**src/rtl/uart_rx_fifo.sv**
```systemverilog
// Byte FIFO fed by a 4-phase REQ/ACK serial-receiver handshake, with a FWFT read side.
// One write is made per handshake. Bytes that arrive while the FIFO is full are dropped and flagged as overrun.
module uart_rx_fifo #(
   parameter int unsigned DEPTH = 8,
   parameter int unsigned AW    = 3
) (
   input  logic          clk,
   input  logic          clr,
   input  logic          RCV_REQ,
   input  logic [7:0]    RCV_Data,
   output logic          RCV_ACK,
   input  logic          rd_en,
   output logic [7:0]    rd_data,
   output logic          empty,
   output logic          full,
   output logic [AW:0]   count,
   output logic          overrun,
   input  logic          ovr_clr
);

   localparam int unsigned CW = AW + 1;

   localparam logic [0:0] IDLE = 1'b0;
   localparam logic [0:0] ACKD = 1'b1;

   logic [0:0]    state;
   logic [0:0]    state_nxt;
   logic [7:0]    mem [DEPTH];
   logic [AW-1:0] wr_ptr;
   logic [AW-1:0] rd_ptr;
   logic          accept_c;
   logic          wr_c;
   logic          drop_c;
   logic          pop_c;

   // Handshake state register; ACK is the flopped state bit itself.
   always_ff @(posedge clk) begin
      if (clr) state <= IDLE;
      else     state <= state_nxt;
   end

   // Next state and per-cycle strobes; a pop while full frees the slot for a same-cycle write.
   always_comb begin
      state_nxt = state;
      accept_c  = 1'b0;
      case (state)
         IDLE: if (RCV_REQ) begin
            state_nxt = ACKD;
            accept_c  = 1'b1;
         end
         ACKD: if (!RCV_REQ) state_nxt = IDLE;
         default: state_nxt = IDLE;
      endcase
      pop_c  = rd_en && !empty;
      wr_c   = accept_c && !(full && !rd_en);
      drop_c = accept_c && full && !rd_en;
   end

   assign RCV_ACK = (state == ACKD);
   assign empty   = (count == CW'(0));
   assign full    = (count == CW'(DEPTH));
   assign rd_data = mem[rd_ptr];

   always_ff @(posedge clk) begin
      if (wr_c) mem[wr_ptr] <= RCV_Data;
   end

   // Pointers wrap naturally at AW bits.
   always_ff @(posedge clk) begin
      if (clr) begin
         wr_ptr  <= '0;
         rd_ptr  <= '0;
         count   <= '0;
         overrun <= 1'b0;
      end else begin
         if (wr_c)  wr_ptr <= wr_ptr + AW'(1);
         if (pop_c) rd_ptr <= rd_ptr + AW'(1);
         if (wr_c && !pop_c)      count <= count + CW'(1);
         else if (pop_c && !wr_c) count <= count - CW'(1);
         if (drop_c)       overrun <= 1'b1;
         else if (ovr_clr) overrun <= 1'b0;
      end
   end

endmodule

```
**config.mk**
```make
export PLATFORM = sky130hd
export DESIGN_NAME = uart_rx_fifo
export DESIGN_NICKNAME = d
export VERILOG_FILES = /design/src/rtl/uart_rx_fifo.sv
export SDC_FILE = /design/constraint.sdc
export NUM_CORES = 1
export LEC_CHECK = 0
export CELL_PAD_IN_SITES_DETAIL_PLACEMENT = 1
export CELL_PAD_IN_SITES_GLOBAL_PLACEMENT = 1
export CORE_MARGIN = 4
export CORE_UTILIZATION = 30
export DETAILED_ROUTE_END_ITERATION = 8
export PLACE_DENSITY = 0.64
export SKIP_CTS_REPAIR_TIMING = 1
export SYNTH_ARGS = -nofsm -noshare
export SYNTH_HDL_FRONTEND = slang
export SYNTH_SLANG_ARGS = --single-unit
export TNS_END_PERCENT = 20
```
**constraint.sdc**
```tcl
create_clock -name clk -period 3.61 [get_ports clk]
set_input_delay 0.722 -clock clk [delete_from_list [all_inputs] [get_ports clk]]
set_output_delay 0.722 -clock clk [all_outputs]
set_load 0.03 [all_outputs]
```
* Yosys cells after proc, flatten, opt, wreduce, memory -nomap -nowiden
Memories as Yosys holds them, arrays and structs flattened. A register that Yosys moved wholly into a read port is not among the register bits.
Cells that the tools add are included.
** Word-level totals
- Flip-flop bits (word level) :: 12
- RAM bits :: 64
- Input port bits :: 13
- Output and inout port bits :: 16
- Memories :: 1
** Memories
- mem :: depth 8, bits a word 8, rd ports 1, clocked after memory_dff 1, wr ports 1, line 28 : logic [7:0] mem [DEPTH];
** Cells by class
- Add/subtract/negate cells :: 4
- Equality and inequality tests :: 1
- Multiplexer cells :: 10
- Reduce and logical (&&, ||, !) cells :: 15
** Operators with widths (count)
- $mux W4 :: 2
- $logic_and A1 B1 Y1 :: 7
- $add A3 B1 Y3 const B :: 2
- $mux W1 :: 6
- $mux W3 :: 2
- $logic_not A1 Y1 :: 5
- $add A4 B1 Y4 const B :: 1
- $eq A4 B4 Y1 const B :: 1
- $logic_not A4 Y1 :: 1
- $reduce_bool A2 Y1 :: 2
- $sub A4 B1 Y4 const B :: 1

* Depth between registers and ports, before layout
Gate-level depths: netlist of run 1.
- Depth in word-level cells :: 8
- Gate-level depth with buffers :: 10

* Worst setup path before layout of run 1
OpenSTA, ideal clock, no wires.
- Path kind :: register to register
- Start :: register count[3]
- End :: register count[3]
- Arrival :: 2.681 ns
- Required time :: 3.489 ns
- Setup slack :: 0.809 ns
- Cell stages (with the launch flop) :: 11
- Period minus slack after synthesis :: 2.801 ns
- Path through :: dfxtp_1 > or4b_4 > o21ai_4 > inv_1 > ha_1 > inv_1 > ha_1 > a21oi_1 > a211oi_1 > a31oi_1 > mux2_2
** Between the ends
- Word-level cells in the longest chain between the ends :: 7
- Elaborated cells on any way between the ends :: 16
- Those cells by class :: add/sub (2); eq/ne (1); mux (2); reduce/logical (11)
** RTL lines
- from (decl) :: line 16 : output logic [AW:0] count,
- from (signal assigned) :: line 78 : if (wr_c && !pop_c) count <= count + CW'(1);
- from (signal assigned) :: line 79 : else if (pop_c && !wr_c) count <= count - CW'(1);
- $eq A4 B4 Y1 * :: line 61 : assign full = (count == CW'(DEPTH));
- $logic_and A1 B1 Y1 * :: line 55 : wr_c = accept_c && !(full && !rd_en);
- $logic_not A1 Y1 * :: line 55
- $logic_and A1 B1 Y1 * :: line 55
- named net wr_c :: line 32 : logic wr_c;
- $logic_not A1 Y1 :: line 79
- $logic_and A1 B1 Y1 :: line 79
- $reduce_bool A2 Y1 (no line)
The timed path passes the listed nets; every way through them passes the cells marked *. The select of a mux whose other input is x is not followed.
A chain may end at the register's enable or synchronous reset.

==> metrics.md, run 1 <==
| Metric | Value |
|---|---|
| Antenna-violating nets left | 0 |
| Synth warn | 0 |
| Max Clk Rate | 321 MHz |
| Post-Synthesis Cells | roughly 180 |
| Main synth FF type | edfxtp_1 |
| Routed WL | approximately 6.3 mm |
| CP Max Fanout | 16 |
| Clock buffer depth | 2 |
| CTS sink cnt | 79 |
| Via density | between 4 and 5 |
| DRC viols | 0 |
| Final #Nets | about 240 |
| Place WS | 0.404 ns |
| Total of max-cap violations | 0 |
| Finished Core Util | 0.377 |
| Final setup skew | ~0.0084 ns |
| CP Launch Type | flop |
| Setup WS post-layout | just under 0.5 ns |
| Netlist Area Pre-Place | roughly 3200 um2 |
| Max H-tree Level | 3 |
| Floorplan die width | between 100 and 150 um |
| PD cells | ~690 nW/um2 |
| CP Class | flop to output pin |
| Initial Util | 0.307 |
| Vias in the first global route | approximately 1800 |
| Hold Path Class | flop to flop |
| R2R cell count | 10 |
| Post-synth EDFFs | between 60 and 70 |
| Overflow after GRT | 0 |
| Reg2reg setup slack | ~0.75 ns |
| Initial antenna violation count | 0 |
| Synth area leaders | edfxtp_1, mux4_2, dfxtp_1, mux2_2, nor2_1 |
| Die height | ~110 um |
| Tcrit/Tclk final | 0.864 |
| CTS tree | yes |
| Root Driver | clkbuf_8 |
| Min Hold Slack | 0.547 ns |
| # setup viols final | 0 |
| Placed Instances | 344 |
| Synth cell types | 31 |
| Port bufs | 28 |
| Critical path destination | rd_data[3] |
| Worst vdd ir | approximately 0.34 mV |
| Placer Congestion | between 0.6 and 0.7 |
| #FFs+latches synth | 79 |
| Io pins | 29 |
| Yosys top cell area share | 0.606 |
| Status | completed |
| Sequential share of the synthesized area | 0.701 |
| P&R area growth vs syn | 22.8% |
| Minimum clock period | a little over 3 ns |
| Most frequent cell after synthesis | edfxtp_1 |
| Largest net degree at the start of global routing | 17 |
| Share of layout cells above drive strength 1 | 0.259 |
| Worst slew margin | 0.573 |
| Reg-to-reg startpoint | count[0] |
| Crit. End Element | output pin |
| Syn nets | 196 |
| Core area | roughly 10000 um2 |
| Die ar. | between 10000 and 15000 um2 |
| Synthesized area per cell | between 15 and 20 um2 |
| CTS Buf Count | 9 |
| # rows | 37 |
| Fin cells | 360 |
| Post-DR wirelength/cell | 17.4 um |
| Capturing point of the worst reg2reg path | count[3] |
| Multi-input logic area | approximately 900 um2 |
| Max-slew violation count | 0 |
| First-pass GRT wire length | approximately 10 mm |
| Slew @ Worst Pin | between 0.6 and 0.7 ns |
| Vias | between 1500 and 2000 |
| Yosys top cell by area | edfxtp_1 |
| Clk Latency, worst-skew pair | around 0.33 ns |
| Sequential Area | 2220 um2 |
| Worst Path Arrival | approximately 2.4 ns |
| Setup TNS | 0 ns |
| # fillers | ~1000 |
| CP required | a little under 3 ns |
| Detailed Place HPWL | approximately 4.0 mm |
| Fraction of registers with async set/reset | 0 |
| RSZ-0062 raised after global routing | no |
| Pre-antenna DRT Iters | 4 |
| Fin. Hold Viols | 0 |
| DRT iter0 DRCs | a little under 50 |
| Total GRT Usage | 0.107 |
| Synth cell count leaders | edfxtp_1, nor2_1, mux4_2 |
| Clock Pin Slew Worst Setup and Hold Paths | around 0.08 ns |
| Leak | roughly 1.3 nW |
| # diodes | 0 |
-- state kept, by name (all words and copies together) (netlist names), named ones only --
| register | cells |
|---|---|
| RCV_ACK | 1 |
| count | 4 |
| mem | 64 |
| overrun | 1 |
| rd_ptr | 3 |
| wr_ptr | 3 |
-- area by class of cell --
cell class | count | area share
clock inverter | 7 | 0.0248
tap | 136 | 0.0437
clock buffer | 9 | 0.0318
inverter | 4 | 0.00386
timing repair buffer | 39 | 0.0932
sequential | 79 | 0.571
multi-input combinational | 86 | 0.232
-- logic make-up (layout without fill, tap and decap cells) --
kind of cell	Yosys count	count (layout)	synth area share
AOI/OAI and AO/OA	9	9	0.0268
xor gates and xnor gates	6	6	0.0166
adders and majority gates	6	6	0.0261
buffers and inverters	12	59	0.0186
DFF	79	79	0.701
muxes	28	28	0.155
and+or+nand+nor	37	37	0.0557
-- worst max-delay path, cell delays in order, from the launching register on --
cell and delay [ns]:
dfxtp_1 0.31, buf_4 0.32, mux4_2 0.56, mux2_2 0.29
clkdlybuf4s50_1 0.59
-- layer usage --
layer | part of all wire | track usage | vias up | wire length [um]
met3 | 0.027 | 0.0278 | 4 | 171
met5 | 0 | 0 | - | 0
met1 | 0.47 | 0.137 | 831 | 2910
met4 | 0.0062 | 0.0296 | 0 | 39
li1 | - | - | 767 | -
met2 | 0.50 | 0.180 | 30 | 3130
-- power breakdown --
group / switching, W / internal, W / leakage [nW]
sequential: 0.0000732 / 0.00105 / 0.702
clock: 0.000323 / 0.000392 / 0.114
combinational: 0.000423 / 0.000412 / 0.482
total: 0.000819 / 0.00185 / 1.30
-- how the worst min path moves through the flow --
stage | start | end | slack [ns] | cells after the start
floorplan | rd_ptr[2] | flop | 0.49 | 2
global placement | rd_ptr[2] | rd_ptr[2] | 0.52 | 2
detailed placement | rd_ptr[2] | rd_ptr[2] | 0.52 | 2
CTS | rd_ptr[2] | rd_ptr[2] | 0.54 | 2
global route | rd_ptr[2] | rd_ptr[2] | 0.58 | 2
finish | rd_ptr[2] | flop | 0.55 | 2
-- layout by cell type (no fill, tap or decap), drive strengths merged, types with 2 or more instances in the layout --
cell            n
a21oi           3
buf            11
bufinv          2
clkbuf          9
clkdlybuf4s50  28
clkinv          4
dfxtp          15
edfxtp         64
ha              5
inv             5
mux2            9
mux2i           3
mux4           16
nand2           2
nand3           2
nor2           21
nor2b           4
nor3            2
nor4            3
o21ai           2
xnor2           2
xor2            4
-- metrics by stage --
step	area, um2	power [W]
final	3890	0.00267
after global routing	3890	0.00281
after CTS	3890	0.00271
after detailed placement	3670	0.00199
after global placement	3670	0.00197
after floorplan	3170	0.00172
Note: power is estimated with default switching activity, not from simulation.
==> inputs of run 2 (changes only) <==
--- a/config.mk
+++ b/config.mk
@@ -10,7 +10,7 @@
 export CORE_MARGIN = 4
 export CORE_UTILIZATION = 30
 export DETAILED_ROUTE_END_ITERATION = 8
-export PLACE_DENSITY = 0.64
+export PLACE_DENSITY = 0.53
 export SKIP_CTS_REPAIR_TIMING = 1
 export SYNTH_ARGS = -nofsm -noshare
 export SYNTH_HDL_FRONTEND = slang
==> run 2 against run 1 <==
Cell count increased by 0.56%. Sequential cell count unchanged. Sequential share of layout area about the same. Worst setup slack got worse by 0.014 ns. Die area unchanged. Power decreased by 2.6%. Clock skew increased by 0.0032 ns. Via count increased by 1.2%. Wire length increased by 0.98%. First-iteration DRC count increased by 27%. Largest cell class unchanged. Highest routed layer unchanged.
==> metrics.md, run 2 (same netlist as run 1, synthesis figures left out) <==
| Metric | Value |
|---|---|
| RSZ-0062 raised after global routing | no |
| Setup TNS | 0 ns (unchanged) |
| Total of max-cap violations | 0 (unchanged) |
| Most frequent cells in the layout | edfxtp_1, clkdlybuf4s50_1, nor2_1, mux4_2, dfxtp_1 |
| Min Hold Slack | 0.532 ns (-0.0149 ns) |
| Max stage delay on crit path | 0.60 ns (about the same) |
| # fillers | 1031 (-0.097%) |
| Placed Instances | 346 (+0.58%) |
| Largest net degree at the start of global routing | 17 (unchanged) |
| Status | completed |
| Routed WL | 6.31 mm (+0.98%) |
| Leading cell type in the layout, fill and taps excluded | edfxtp_1 |
| First-pass GRT wire length | 10.0 mm (-0.14%) |
| Clk Latency, worst-skew pair | 0.34 ns (about the same) |
| Largest register FFs | 64 (unchanged) |
| Tcrit/Tclk final | 0.868 (+0.00389) |
| Max-slew violation count | 0 (unchanged) |
| DRT iter0 DRCs | 62 (+27%) |
| Root Driver | clkbuf_8 |
| CP Max Fanout | 16 (unchanged) |
| Initial antenna violation count | 0 (unchanged) |
| Placer Congestion | 0.662 (-3.8%) |
| Top delay family on crit path | buffers and inverters |
| Worst vdd ir | 0.277 mV (-19%) |
| Fin cells | 362 (+0.56%) |
| Metal2 WL | 3.05 mm (-2.3%) |
| Worst Path Arrival | 2.41 ns (about the same) |
| Slew @ Worst Pin | 0.566 ns (-0.0678 ns) |
| PD cells | 668 nW/um2 (-2.6%) |
| Met3 WL | 255 um (+49%) |
| CP max stage cell | clkdlybuf4s50_1 |
| Via density | 4.56 (+0.67%) |
| Vias | 1652 (+1.2%) |
| CTS tree | yes |
| Die ar. | 12300 um2 (unchanged) |
| CTS Buf Count | 9 (unchanged) |
| Top sig layer | met4 |
| Leak | 1.30 nW (+0.21%) |
| P&R area growth vs syn | 22.7% (about the same) |
| Total GRT Usage | 0.108 (+0.00110) |
| Largest Register | mem |
| Max H-tree Level | 3 (unchanged) |
| Pre-antenna DRT Iters | 4 (unchanged) |
| Bufs and invs on worst path | 2 (unchanged) |
| Post-DR wirelength/cell | 17.4 um (+0.42%) |
| Worst slew margin | 0.619 (+0.0457) |
| Final setup skew | 0.0116 ns (+0.00317 ns) |
| Io pins | 29 (unchanged) |
| Crit. End Element | output pin |
| Biggest regs | mem x64, count x4 |
| # setup viols final | 0 (unchanged) |
| Overflow after GRT | 0 (unchanged) |
| DRC viols | 0 (unchanged) |
| Max Clk Rate | 319 MHz (-0.45%) |
| Worst path cell trace | buf_4 > mux4_2 > mux2_2 > clkdlybuf4s50_1 |
| Floorplan die width | 111 um (unchanged) |
| Initial Util | 0.307 (unchanged) |
| Fin. Hold Viols | 0 (unchanged) |
| Clock buffer depth | 2 (unchanged) |
| Tot Pwr | 0.00260 W (-2.6%) |
| # diodes | 0 (unchanged) |
| Minimum clock period | 3.13 ns (+0.0140 ns) |
| CP Class | flop to output pin |
| Clock Pin Slew Worst Setup and Hold Paths | 0.08 ns (about the same) |
| Vias in the first global route | 1816 (-1.7%) |
| Share of layout cells above drive strength 1 | 0.257 (-0.00229) |
| Port bufs | 28 (unchanged) |
| Hold Path Class | flop to flop |
| Antenna-violating nets left | 0 (unchanged) |
| Detailed Place HPWL | 4.07 mm (+1.2%) |
| CP required | 2.89 ns (about the same) |
| Die height | 111 um (unchanged) |
| CTS sink cnt | 79 (unchanged) |
| Final #Nets | 240 (+0.84%) |
| # rows | 37 (unchanged) |
| CP Launch Type | flop |
| M1 WL | 2.92 mm (+0.27%) |
| Core area | 10300 um2 (unchanged) |
## run 2: final cells by class
cell class | instances | area [um2] | area share
Tap cell | 136 | 170 | 0.0437
Timing Repair Buffer | 41 | 378 | 0.0971
Multi-Input combinational cell | 86 | 901 | 0.232
Clock buffer | 15 | 198 | 0.0508
Sequential cell | 79 | 2220 | 0.571
Clock inverter | 1 | 6.26 | 0.00161
Inverter | 4 | 15.0 | 0.00386
## run 2: worst paths after layout
kind             start    endpoint  slack (ns)  cells past startpoint
max               flop  rd_data[1]        0.48                      4
min          rd_ptr[2]        flop        0.53                      2
max reg2reg   count[0]    count[3]        0.76                     10
min reg2reg  rd_ptr[2]        flop        0.53                      2
## run 2: power breakdown
group	internal [W]	switching [W]	leakage, nW	total, W
Combinational	0.000410	0.000424	0.493	0.000834
Clock	0.000350	0.000304	0.105	0.000654
Sequential	0.00105	0.0000640	0.702	0.00111
## run 2: stage by stage
stage | utilization | setup slack (ns) | area (um2)
global route | 0.377 | 0.325 | 3890
global placement | 0.357 | 0.472 | 3690
CTS | 0.377 | 0.369 | 3890
floorplan | - | 0.809 | 3170
detailed placement | 0.357 | 0.422 | 3690
finish | 0.377 | 0.476 | 3890
## run 2: tightest hold or removal path: stages (launching register included)
cell	delay (ns)
dfxtp_1	0.33
xnor2_1	0.12
nor2_1	0.05
## run 2: layer usage
layer,track usage,vias up
met5,0,-
met4,0.0345,0
met3,0.0333,10
met2,0.172,36
met1,0.142,835
li1,-,771
==> inputs of run 3 (changes only) <==
==> constraint.sdc (replaced) <==
create_clock -name clk -period 2.9 [get_ports clk]
set_input_delay 0.58 -clock clk [delete_from_list [all_inputs] [get_ports clk]]
set_output_delay 0.58 -clock clk [all_outputs]
set_load 0.03 [all_outputs]
==> run 3 against run 2 <==
Clock skew grew 0.00059 ns. Non-clock buffer count grew 7. Sequential share of layout area shrank 1.5 points. Count of clock-buffer cells in the layout shrank 3. Critical path type is now input port to flop. Largest cell class unchanged. Highest routed layer unchanged.
==> metrics.md, run 3 (same netlist as run 1, synthesis figures left out) <==
| Metric | Value |
|---|---|
| RSZ-0062 raised after global routing | no |
| Max H-tree Level | 3 (unchanged) |
| Reg2reg setup slack | 0.33 ns (-0.43 ns) |
| Sequential Area | 2220 um2 (unchanged) |
| Bufs and invs on worst path | 3 (+1) |
| Initial Util | 0.307 (unchanged) |
| Detailed Place HPWL | 4.07 mm (about the same) |
| Hold Path Class | flop to flop |
| Minimum clock period | between 2 and 3 ns |
| # rows | 37 (unchanged) |
| Crit. End Element | flop |
| # diodes | 0 (unchanged) |
| Antenna-violating nets left | 0 (unchanged) |
| Overflow after GRT | 0 (unchanged) |
| CTS tree | yes |
| Core area | 10300 um2 (unchanged) |
| Reg-to-reg startpoint | count[0] |
| Worst Hold End | rd_ptr[0] |
| CP max stage cell | clkdlybuf4s50_1 |
| Via density | 4.54 (-0.59%) |
| # fillers | 1032 (+0.097%) |
| Worst vdd ir | 0.448 mV (+62%) |
| CP Launch Type | input port |
| Place WS | -0.0720 ns (-0.494 ns) |
| R2R cell count | 10 (unchanged) |
| DRC viols | 0 (unchanged) |
| Largest net degree at the start of global routing | 17 (unchanged) |
| Placer Congestion | 0.723 (+9.2%) |
| Biggest regs | mem x64, count x4 |
| Total GRT Usage | 0.110 (+0.00196) |
| Die ar. | 12300 um2 (unchanged) |
| Hold_sp | rd_ptr[0] |
| # setup viols final | 0 (unchanged) |
| Tot Pwr | 0.00342 W (+32%) |
| Clock buffer depth | 2 (unchanged) |
| Total of max-cap violations | 0 (unchanged) |
| Max stage delay on crit path | 0.47 ns (-0.13 ns) |
| Multi-input logic area | 901 um2 (unchanged) |
| Worst path cell trace | clkdlybuf4s50_1 > nor2b_1 > o21ai_4 > inv_1 > ha_1 > inv_1 > ha_1 > a21oi_1 > a211oi_1 > a31oi_1 > mux2_2 |
| Fin cells | 369 (+1.9%) |
| Vias | 1674 (+1.3%) |
| PD cells | 857 nW/um2 (+28%) |
| Post-DR wirelength/cell | 16.9 um (-2.9%) |
| Leak | 1.40 nW (+7.6%) |
| CP Class | input port to flop |
| Worst Path Arrival | 2.82 ns (+0.41 ns) |
| Pre-antenna DRT Iters | 3 (-1) |
| Max Clk Rate | roughly 390 MHz |
| Most frequent cells in the layout | edfxtp_1, nor2_1, buf_4, clkdlybuf4s50_1, mux4_2 |
| Setup WS post-layout | 0.321 ns (-0.155 ns) |
| Port bufs | 28 (unchanged) |
| Max-slew violation count | 0 (unchanged) |
| CP required | 3.14 ns (+0.25 ns) |
| Initial antenna violation count | 0 (unchanged) |
| Vias in the first global route | 1875 (+3.2%) |
| Slew @ Worst Pin | 0.939 ns (+0.373 ns) |
| Placed Instances | 353 (+2.0%) |
| Fin. Hold Viols | 0 (unchanged) |
| Tcrit/Tclk final | 0.889 |
| DRT iter0 DRCs | 56 (-9.7%) |
| Leading cell type in the layout, fill and taps excluded | edfxtp_1 |
| First-pass GRT wire length | 10.3 mm (+3.0%) |
| CTS sink cnt | 79 (unchanged) |
| Clock Pin Slew Worst Setup and Hold Paths | 0.08 ns (about the same) |
| Worst slew margin | 0.372 (-0.247) |
| Min Hold Slack | 0.557 ns (+0.0250 ns) |
| Clk Latency, worst-skew pair | 0.35 ns (about the same) |
| Final #Nets | 247 (+2.9%) |
| Share of layout cells above drive strength 1 | 0.292 (+0.0352) |
| Top delay family on crit path | buffers and inverters |
| Capturing point of the worst reg2reg path | count[3] |
| Routed WL | 6.24 mm (-1.1%) |
| Root Driver | clkbuf_8 |
| Floorplan die width | 111 um (unchanged) |
| Largest Register | mem |
| Io pins | 29 (unchanged) |
| Hold-critical path depth | 2 (unchanged) |
| CP Max Fanout | 3 (-13) |
| Status | completed |
| Setup TNS | 0 ns (unchanged) |
| Largest register FFs | 64 (unchanged) |
| P&R area growth vs syn | 26.0% |
| Final setup skew | 0.0122 ns (+0.000594 ns) |
| Die height | 111 um (unchanged) |
| CTS Buf Count | 9 (unchanged) |
run 3: changes by cell type in the layout (fill, tap and decap cells not counted), sizes merged:
cell           before  now
buf                13   22
clkdlybuf4s50      28   20
clkinvlp            0    1
dlymetal6s2s        0    6
clkbuf             15   12
bufinv              0    2
run 3: metal layers:
metal  vias up  GRT usage  wire, um
met5         -          0         0
met4         0     0.0468       116
met3        11     0.0322       236
met2        32      0.174      2950
met1       845      0.141      2940
li1        786          -         -
run 3: worst reg2reg max path: stages, from the launching register on:
cell and delay, ns:
dfxtp_1 0.31, or4b_4 0.59, o21ai_4 0.15, inv_1 0.06, ha_1 0.20, inv_1 0.08
ha_1 0.26, a21oi_1 0.22, a211oi_1 0.10, a31oi_1 0.17, mux2_2 0.34
run 3: final cells by class:
cell class,instances,share of cell area
clock buffer,12,0.0389
clock inverter,4,0.0191
inverter,4,0.00376
multi-input combinational,86,0.226
sequential,79,0.557
tap,136,0.0426
timing repair buffer,48,0.113
run 3: how the worst max path moves through the flow:
stage          cells past startpoint  startpoint          to
4_1_cts                            4        flop  rd_data[2]
5_1_grt                           11     RCV_REQ    count[3]
2_1_floorplan                     10    count[3]    count[3]
3_5_place_dp                      11     RCV_REQ    count[3]
6_report                          11     RCV_REQ    count[3]
3_3_place_gp                      11     RCV_REQ    count[3]
run 3: stage by stage:
stage | utilization | cell area [um2]
global route | 0.387 | 3990
floorplan | - | 3170
finish | 0.387 | 3990
CTS | 0.385 | 3980
global placement | 0.363 | 3750
detailed placement | 0.363 | 3750
run 3: power by group:
group          switching (W)  internal [W]
Sequential         0.0000385       0.00130
Clock               0.000394      0.000536
Combinational       0.000580      0.000569
